## src/rtl/mux_rr_arbiter.sv

```systemverilog
// Four-source round-robin arbiter feeding a one-word registered output buffer.
// Define MUX_ARB_LOCK_EN to let a locked requester keep the grant across words.
module mux_rr_arbiter (
  input  logic       clk,
  input  logic       rst_n,
  input  logic [3:0] req,
  input  logic [7:0] a,
  input  logic [7:0] b,
  input  logic [7:0] c,
  input  logic [7:0] d,
  input  logic       lock,
  input  logic       out_ready,
  output logic       out_valid,
  output logic [7:0] out_data,
  output logic [1:0] grant,
  output logic [3:0] ack
);

  localparam logic [0:0] ST_IDLE = 1'b0;
  localparam logic [0:0] ST_HOLD = 1'b1;

  logic [0:0] r_state;
  logic [7:0] r_out_data;
  logic [1:0] r_grant;
  logic [3:0] r_ack;
  logic [1:0] r_last;

  logic [7:0] w_src [4];
  logic [1:0] w_cand [4];
  logic       w_rr_found;
  logic [1:0] w_rr_idx;
  logic       w_accept;
  logic       w_do_grant;
  logic       w_lock_hit;
  logic [1:0] w_sel;

  assign w_src[0] = a;
  assign w_src[1] = b;
  assign w_src[2] = c;
  assign w_src[3] = d;

  // Candidate k is the source k+1 places after the last winner, wrapping mod 4.
  generate
    for (genvar gi = 0; gi < 4; gi++) begin : g_cand
      assign w_cand[gi] = r_last + 2'(gi + 1);
    end
  endgenerate

  // Scan from the farthest candidate down so the nearest active one wins.
  always_comb begin
    w_rr_found = 1'b0;
    w_rr_idx   = 2'd0;
    for (int k = 3; k >= 0; k--) begin
      if (req[w_cand[k]]) begin
        w_rr_found = 1'b1;
        w_rr_idx   = w_cand[k];
      end
    end
  end

`ifdef MUX_ARB_LOCK_EN
  assign w_lock_hit = (r_state == ST_HOLD) && out_ready && lock && req[r_grant];
`else
  logic w_unused_lock;
  assign w_unused_lock = lock;
  assign w_lock_hit    = 1'b0;
`endif

  // The buffer can take a new word when empty or when its word leaves this cycle.
  assign w_accept   = (r_state == ST_IDLE) || out_ready;
  assign w_do_grant = w_accept && w_rr_found;
  assign w_sel      = w_lock_hit ? r_grant : w_rr_idx;

  always_ff @(posedge clk or negedge rst_n) begin
    if (!rst_n) begin
      r_state    <= ST_IDLE;
      r_out_data <= 8'h00;
      r_grant    <= 2'b00;
      r_ack      <= 4'b0000;
      r_last     <= 2'd3;
    end else begin
      r_ack <= 4'b0000;
      if (w_do_grant) begin
        r_state    <= ST_HOLD;
        r_out_data <= w_src[w_sel];
        r_grant    <= w_sel;
        r_ack      <= 4'b0001 << w_sel;
        if (!w_lock_hit) begin
          r_last <= w_sel;
        end
      end else if (w_accept) begin
        r_state <= ST_IDLE;
      end
    end
  end

  assign out_valid = (r_state == ST_HOLD);
  assign out_data  = r_out_data;
  assign grant     = r_grant;
  assign ack       = r_ack;

endmodule

```

## config.mk

```make
export PLATFORM = sky130hd
export DESIGN_NAME = mux_rr_arbiter
export DESIGN_NICKNAME = d
export VERILOG_FILES = /design/src/rtl/mux_rr_arbiter.sv
export SDC_FILE = /design/constraint.sdc
export NUM_CORES = 1
export LEC_CHECK = 0
export ABC_AREA = 1
export ABC_CLOCK_PERIOD_IN_PS = 3520
export BUFFER_PORTS_ARGS = -buffer_cell sky130_fd_sc_hd__buf_2
export CAP_MARGIN = 30
export CORE_UTILIZATION = 48
export CTS_BUF_LIST = sky130_fd_sc_hd__clkbuf_2 sky130_fd_sc_hd__clkbuf_4 sky130_fd_sc_hd__clkbuf_8
export CTS_CLUSTER_SIZE = 24
export DETAILED_ROUTE_END_ITERATION = 7
export PLACE_DENSITY = 0.85
export SLEW_MARGIN = 30
export SYNTH_ARGS = -nofsm -noshare
export SYNTH_HDL_FRONTEND = slang
export SYNTH_SLANG_ARGS = --single-unit
```

## constraint.sdc

```tcl
create_clock -name clk -period 3.52 [get_ports clk]
set_input_delay 0.704 -clock clk [delete_from_list [all_inputs] [get_ports clk]]
set_output_delay 0.704 -clock clk [all_outputs]
set_load 0.01 [all_outputs]
```

# Word level (Yosys, flattened, before mapping)
# Cells that the tools add are included.
dict set report classes {
  n_mux 22
  reduce_logical 3
  shifts 1
  bitwise 2
  n_addsub 3
  n_lt_le_gt_ge 5
}
# operator n
set op_table {}
lappend op_table {{$bmux W8 S2} 1}
lappend op_table {{$mux W8} 2}
lappend op_table {{$lt A2 B3 Y1 const B} 4}
lappend op_table {{$mux W1} 10}
lappend op_table {{$bmux W1 S2} 4}
lappend op_table {{$mux W2} 4}
lappend op_table {{$add A2 B2 Y2 const B} 2}
lappend op_table {{$mux W4} 1}
lappend op_table {{$shl A1 B2 Y4 const A} 1}
lappend op_table {{$ge A3 B3 Y1 const B} 1}
lappend op_table {{$not A2 Y3} 1}
lappend op_table {{$add A2 B1 Y2 const B} 1}
lappend op_table {{$reduce_bool A2 Y1} 1}
lappend op_table {{$logic_and A1 B1 Y1} 1}
lappend op_table {{$logic_or A1 B1 Y1} 1}
lappend op_table {{$not A1 Y1} 1}
dict set report totals {
  regBits 17
}

# Logic depth before layout (Yosys ltp)
# Gate-level depths: netlist of the first run.
dict set report logic_depth {
  ltp_word 10
  mapped_depth 15
  mapped_depth_nobuf 14
}

# Worst setup path after synthesis of the first run
# Ideal clock, no wire load.
dict set report synth_path {
  kind {input-to-reg}
  start {input port req[1]}
  end {register r_out_data[1] (netlist: out_data[1])}
  path_stages 12
  arrival_time_ns 1.659
  setup_ns 0.115
  slack_ns 1.745
  t_required_ns 3.405
  path_cell_list {inv_1 o21ai_1 nand2_1 nand2_1 inv_2 nand3_2 nand2_2 buf_6 nor2_2 nand2_1 nor2_1 nor2_1}
}
dict set report synth_between {
  elab_chain_cells 10
}
# item line_no
set synth_lines {}
lappend synth_lines {{start, declared} 6} ;# input logic [3:0] req,
lappend synth_lines {{$bmux W1 S2} 54} ;# if (req[w_cand[k]]) begin
lappend synth_lines {{$mux W1 (not written as such)} 54}
lappend synth_lines {{$mux W2 (4 in a row)} 54}
lappend synth_lines {{$not A2 Y3 (not written as such)} 85} ;# r_out_data <= w_src[w_sel];
lappend synth_lines {{$bmux W8 S2} 85}
lappend synth_lines {{$mux W8 (not written as such) (2 in a row)} 85}
lappend synth_lines {{end signal, assigned} 85}
lappend synth_lines {{end, declared} 23} ;# logic [7:0] r_out_data;
# Several ways; a longest one is shown, not always the timed one. The select of a mux whose other input is x is not followed.
# A chain may end at the register's enable or synchronous reset.

# Final worst setup path of the first run
dict set report layout_path {
  start {register r_last[0]}
  end {register r_out_data[4] (netlist: out_data[4])}
}
dict set report layout_between {
  elab_chain_cells 10
}
# item line_no
set layout_lines {}
lappend layout_lines {{start, declared} 26} ;# logic [1:0] r_last;
lappend layout_lines {{start signal, assigned} 89} ;# r_last <= w_sel;
lappend layout_lines {{$add A2 B2 Y2 / $bmux W1 S2 (equally long branches)} {45, 54}}
lappend layout_lines {{$bmux W1 S2 / $mux W1 (equally long branches)} 54}
lappend layout_lines {{$mux W1 (not written as such) / $mux W2 (equally long branches)} 54}
lappend layout_lines {{$mux W2 (3 in a row)} 54}
lappend layout_lines {{$not A2 Y3 (not written as such)} 85}
lappend layout_lines {{$bmux W8 S2} 85}
lappend layout_lines {{$mux W8 (not written as such) (2 in a row)} 85}
# Several ways; a longest one is shown, not always the timed one. The select of a mux whose other input is x is not followed.

==> results of run 1 <==
[registers in the layout, summed over array words and instances (netlist names)]
name	count
out_data	8
r_last	2
ack	4
grant	2
out_valid	1
[stage by stage]
| stage | power, W | instances | setup slack [ps] |
|---|---|---|---|
| floorplan | 0.001252 | 172 | 1745 |
| global route | 0.001724 | 251 | 1112 |
| CTS | 0.001539 | 251 | 1389 |
| finish | 0.001538 | 251 | 1391 |
| detailed placement | 0.001428 | 247 | 1263 |
| global placement | 0.001401 | 247 | 1277 |
[area by class of cell]
class	count	area share (%)
multi-input combinational	131	42.13
clock buffer	4	2.098
inverter	18	4.895
tap	28	2.448
timing repair buffer	53	18.53
sequential	17	29.90
[layout by cell type (no fill, tap or decap), types with 3 or more instances in the layout]
master,instances
or2_0,3
nand3_1,34
nor2_1,16
buf_2,53
dfrtp_1,15
inv_1,10
clkbuf_4,4
nand2_1,60
inv_2,7
nand2_2,5
[power by group]
part           leakage [nW]  switching (W)  internal (W)  total (W)
combinational         0.624       0.000709      0.000354    0.00106
clock                0.0184      0.0000621     0.0000517   0.000114
sequential            0.203      0.0000589      0.000303   0.000361
total                 0.845       0.000830      0.000708    0.00154
[metal layers]
metal  share of wire, %  vias to the layer above
li1                   -                      637
met1                 45                      572
met2                 49                       42
met3                5.3                        4
met4               0.70                        0
met5                  0                        -
[path summary, 6_finish.rpt]
path                                  start           to  cells after the start
max in group asynchronous             rst_n    r_last[1]                      1
worst min register to register  out_data[0]  out_data[0]                      2
worst max-delay path              r_last[0]  out_data[4]                     13
min in group clk                out_data[0]  out_data[0]                      2
worst min-delay path                  rst_n    out_valid                      1
worst max register to register    r_last[0]  out_data[4]                     13
[critical path, stage by stage (launching register included)]
cell	delay, ps
dfstp_2	640
inv_4	90
nand2_1	70
nand2_1	60
nand2_1	90
nand2_2	80
nand2_2	90
nand3_2	260
nand2_4	290
inv_2	100
nand2_1	70
nand2_1	50
nor2_1	90
nor2_1	40
[logic make-up after synthesis]
logic type	after synthesis	synth area share [%]
DFF	17	36.85
and+or+nand+nor	127	50.22
AOI/OAI and AO/OA	4	1.723
buffers and inverters	24	11.21
==> summary.md, run 1 <==
| Metric | Value |
|---|---|
| Largest net degree at the start of global routing | 18 |
| Syn_nets | 212 |
| Routed WL | about 2700 µm |
| Met3 usage | about 3.6% |
| Yosys reg bits | 17 |
| Post-route DRC | 0 |
| Mapped cell area | between 1000 and 1500 µm² |
| Final HPWL DP | 2096 µm |
| Ys flop type | dfrtp_1 |
| Final Hold Viols | 0 |
| R2R Setup Slk | 1390 ps |
| GR Layer Usage met1 | 30.08% |
| Synth area leader | dfrtp_1 |
| GRT Total Usage | about a quarter |
| Max Fanout on Critical Path | 16 |
| Pwr Density | between 1000 and 1500 nW/µm² |
| Share of post-route cells with drive strength above 1 | 35.87% |
| GRT met2 Usage | 41.89% |
| Ys async rst share | 100.0% |
| Core area | 2255 µm² |
| Status | finished, final reports clean |
| Setup TNS Final | 0 ps |
| Number of distinct library cells after synthesis | 21 |
| Setup crit end kind | flip-flop |
| GRT busiest layer | met2 |
| Number of global-route vias before repair | 1,132 |
| Finished Cell Area | roughly 1400 µm² |
| H-Tree Depth | 1 |
| Crit path kind | flip-flop to flip-flop |
| Fill count | 233 |
| WHS | 314.7 ps |
| Worst-Skew Late Latency | between 200 and 300 ps |
| Global-route wire length before repair | 4664 µm |
| Antenna violations before repair | 0 |
| Slew Limit Fails | 0 |
| Startpoint Class | flip-flop |
| Setup bufs post-CTS | 0 |
| Routed Antenna Nets | 0 |
| Diode count | 0 |
| Clock Pin Slew Worst Setup and Hold Paths | 100 ps |
| Worst-margin pin slew | between 300 and 400 ps |
| Setup violators final | 0 |
| RSZ-0062 raised after global routing | no |
| Overflow after GRT | 0 |
| HP Class | primary input to asynchronous set/reset pin |
| First-pass iteration count of the detailed router | 4 |
| Most frequent cell after synthesis | nand2_1 |
| Area growth syn-to-layout | 23.28% |
| I/O pins | between 50 and 60 |
| Last weighted congestion value of the routability-driven placer | 0.8196 |
| Post-Syn Area per Cell | slightly below 7 µm² |
| Yosys warning total | 0 |
| Commonest cells in the netlist | 60 x nand2_1, 34 x nand3_1, 16 x nor2_1 |
| Leak | 0.8450 nW |
| DP Area | 1401 µm² |
| Min Tclk post-route | 2129 ps |
| CTS Root Cell | clkbuf_4 |
| Initial Utilization | 51.50% |
| Worst vdd ir | 570.1 µV |
| Die ar. | 2620 µm² |
| Number of synthesized flops with an enable pin | 0 |
| Reg area | ~430 µm² |
| Die width | 51.19 µm |
| Multi-input logic area | 603.1 µm² |
| Worst rel slew slack | 74.99% |
| Bufs on Longest Clock Path | 2 |
| Initial DRC Count | 36 |
| Max-Cap Viols | 0 |
| WL per Instance | 10.83 µm |
| Top cells by area, synth | dfrtp_1 32%, nand2_1 19%, nand3_1 15% |
| Cts hold-fix bufs | 0 |
| Vias per cell | 5.000 |
| Cells after Synth | between 150 and 200 |
| FP Rows | 17 |
| Inserted Clock Buffers | 3 |
| Post-CTS sizing | 0 |
| Routed vias | approximately 1.3k |
| Post-synth top area share | 32.33% |
| Critical path data arrival time | 2320 ps |
| IO Port Bufs | 53 |
| Seq/Total Area, Yosys | 36.85% |
| Tcrit/Tclk final | 60.48% |
| CTS tree | yes |
| Die height | 51.19 µm |
| Final cell utilization of the core | 63.49% |
| Max Fclk | approximately 0.47 GHz |
| CP Data Required Time | 3710 ps |
| Final nets | 264 |
| Final Skew | 0.9258 ps |
| Clock sink count | 17 |
Power figures use the tool's default switching activity.
==> run 2, diff against run 1 <==
--- a/config.mk
+++ b/config.mk
@@ -6,7 +6,7 @@
 export NUM_CORES = 1
 export LEC_CHECK = 0
 export ABC_AREA = 1
-export ABC_CLOCK_PERIOD_IN_PS = 3520
+export ABC_CLOCK_PERIOD_IN_PS = 2200
 export BUFFER_PORTS_ARGS = -buffer_cell sky130_fd_sc_hd__buf_2
 export CAP_MARGIN = 30
 export CORE_UTILIZATION = 48
==> constraint.sdc (replaced) <==
create_clock -name clk -period 2.2 [get_ports clk]
set_input_delay 0.44 -clock clk [delete_from_list [all_inputs] [get_ports clk]]
set_output_delay 0.44 -clock clk [all_outputs]
set_load 0.01 [all_outputs]
==> summary.md, run 2 (synthesis results as in run 1) <==
| Metric | Value |
|---|---|
| Routed vias | 1,256 (was 1,255) |
| Setup TNS Final | 0 ps (unchanged) |
| Slew Limit Fails | 0 (unchanged) |
| CTS tree | yes (unchanged) |
| Startpoint Class | flip-flop (unchanged) |
| Worst-Skew Late Latency | 290 ps (about the same) |
| Global-route wire length before repair | 4719 µm (was 4664 µm) |
| Final Hold Viols | 0 (unchanged) |
| Die height | 51.19 µm (unchanged) |
| Worst reg2reg endpoint | out_data[4] (unchanged) |
| Die ar. | 2620 µm² (unchanged) |
| Routed WL | 2661 µm (was 2718 µm) |
| Final cell utilization of the core | 64.04% (was 63.49%) |
| R2R depth | 12 (was 13) |
| Overflow after GRT | 0 (unchanged) |
| Crit-path cells | inv_4 > nand2_1 > nand2_1 > nand2_1 > nand2_1 > inv_2 > nand3_2 > nand2_2 > inv_2 > or2_2 > nand2_1 > nor2_1 (was inv_4 > nand2_1 > nand2_1 > nand2_1 > nand2_2 > nand2_2 > nand3_2 > nand2_4 > inv_2 > nand2_1 > nand2_1 > nor2_1 > nor2_1) |
| Inserted Clock Buffers | 3 (unchanged) |
| Worst vdd ir | 1185 µV (was 570.1 µV) |
| Max incr delay on CP | 640 ps (about the same) |
| Final HPWL DP | 2032 µm (was 2096 µm) |
| Initial Utilization | 51.50% (unchanged) |
| Max Fclk | 0.5164 GHz (was 0.4697 GHz) |
| Worst rel slew slack | 74.95% (was 74.99%) |
| I/O pins | 55 (unchanged) |
| Clock sink count | 17 (unchanged) |
| Setup bufs post-CTS | 0 (unchanged) |
| Largest net degree at the start of global routing | 18 (unchanged) |
| IO Port Bufs | 53 (unchanged) |
| CTS Root Cell | clkbuf_4 (unchanged) |
| Tcrit/Tclk final | 88.02% (was 60.48%) |
| CP Data Required Time | 2400 ps (was 3710 ps) |
| Bufs on Longest Clock Path | 2 (unchanged) |
| Critical path data arrival time | 2140 ps (was 2320 ps) |
| FF-to-FF Start | r_last[0] (unchanged) |
| Cts hold-fix bufs | 0 (unchanged) |
| Worst setup path endpoint | out_data[4] (unchanged) |
| Share of post-route cells with drive strength above 1 | 36.44% (was 35.87%) |
| Routed Antenna Nets | 0 (unchanged) |
| Final nets | 266 (was 264) |
| Die width | 51.19 µm (unchanged) |
| Initial DRC Count | 24 (was 36) |
| Antenna violations before repair | 0 (unchanged) |
| Fill count | 230 (was 233) |
| Max-Cap Viols | 0 (unchanged) |
| RSZ-0062 raised after global routing | no (unchanged) |
| Crit path kind | flip-flop to flip-flop (unchanged) |
| Diode count | 0 (unchanged) |
| GRT Total Usage | 23.82% (was 23.51%) |
| FP Rows | 17 (unchanged) |
| Worst-margin pin slew | 375.8 ps (was 375.2 ps) |
| Clock Pin Slew Worst Setup and Hold Paths | 100 ps (about the same) |
| H-Tree Depth | 1 (unchanged) |
| Vias per cell | 4.964 (was 5.000) |
| Largest register FFs | 8 (unchanged) |
| Most frequent cells in the layout | 60 x nand2_1, 53 x buf_2, 34 x nand3_1 (unchanged) |
| Min Tclk post-route | 1936 ps (was 2129 ps) |
| Setup violators final | 0 (unchanged) |
| R2R Setup Slk | 260 ps (was 1390 ps) |
| Number of global-route vias before repair | 1,177 (was 1,132) |
| Status | finished, final reports clean (unchanged) |
| Last weighted congestion value of the routability-driven placer | 0.7496 (was 0.8196) |
| Core area | 2255 µm² (unchanged) |
| Post-route DRC | 0 (unchanged) |
| Pwr Density | 1715 nW/µm² (was 1074 nW/µm²) |
| Most common cell on crit path | nand2_1 (unchanged) |
| Slowest cell on crit path | dfstp_2 (unchanged) |
| Most common cell after layout, fill and taps aside | nand2_1 (unchanged) |
| Max Fanout on Critical Path | 11 (was 16) |
| First-pass iteration count of the detailed router | 5 (was 4) |
| HP Class | primary input to asynchronous set/reset pin (unchanged) |
| Post-CTS sizing | 0 (unchanged) |
| Area growth syn-to-layout | 24.35% (was 23.28%) |
| Setup crit end kind | flip-flop (unchanged) |
| WL per Instance | 10.52 µm (was 10.83 µm) |
| Leak | 0.8535 nW (was 0.8450 nW) |
| Final Skew | 5.090 ps (was 0.9258 ps) |
| Critical Path Source | r_last[0] (unchanged) |
[run 2: cell types whose count changed in the layout (fill, tap and decap cells not counted)]
cell,previous run,this run
buf_4,0,2
clkbuf_4,4,3
clkinv_2,0,1
[run 2: layout make-up]
class	count	area (µm²)	share of cell area, %
Multi-Input combinational cell	131	603.1	41.77
Sequential cell	17	427.9	29.64
Timing Repair Buffer	55	280.3	19.41
Inverter	18	70.07	4.853
Tap cell	28	35.03	2.426
Clock buffer	3	22.52	1.560
Clock inverter	1	5.005	0.3466
[run 2: per-stage QoR]
step | std cells | power [W] | worst slack (ps) | cell area (µm²) | hold WS [ps]
2_1_floorplan | 172 | 0.002002 | 506.1 | 1161 | 144.4
3_3_place_gp | 249 | 0.002274 | 301.9 | 1416 | 376.4
3_5_place_dp | 249 | 0.002309 | 281.4 | 1416 | 380.8
4_1_cts | 253 | 0.002481 | 262.3 | 1444 | 55.91
5_1_grt | 253 | 0.002787 | 32.22 | 1444 | 63.15
6_report | 253 | 0.002477 | 263.6 | 1444 | 46.28
[run 2: report_power, final]
part	internal, W	switching, W	leakage (nW)
clock network	0.0000677	0.000101	0.0177
logic	0.000592	0.00115	0.633
registers	0.000484	0.0000860	0.203
[run 2: per-layer routing]
layer	vias to the layer above	part of all wire, %	wire length, µm	GRT usage [%]
li1	644	-	-	-
met1	556	45	1204	29.08
met2	54	47	1259	42.32
met3	2	7.1	188	5.952
met4	0	0.34	9	4.167
met5	-	0	0	0
[run 2: worst min path at each step]
stage / startpoint / to / slack (ps)
finish: rst_n / out_data[2] / 50
CTS: rst_n / grant[0] / 60
detailed placement: rst_n / grant[0] / 380
floorplan: rst_n / ack[0] / 140
global placement: rst_n / grant[0] / 380
global route: rst_n / grant[0] / 60
[run 2: worst max-delay path, delay by kind of cell (launching register included)]
| family | cells | cell delay (ps) |
|---|---|---|
| flops | 1 | 640 |
| simple gates | 9 | 930 |
| buf+inv | 3 | 290 |
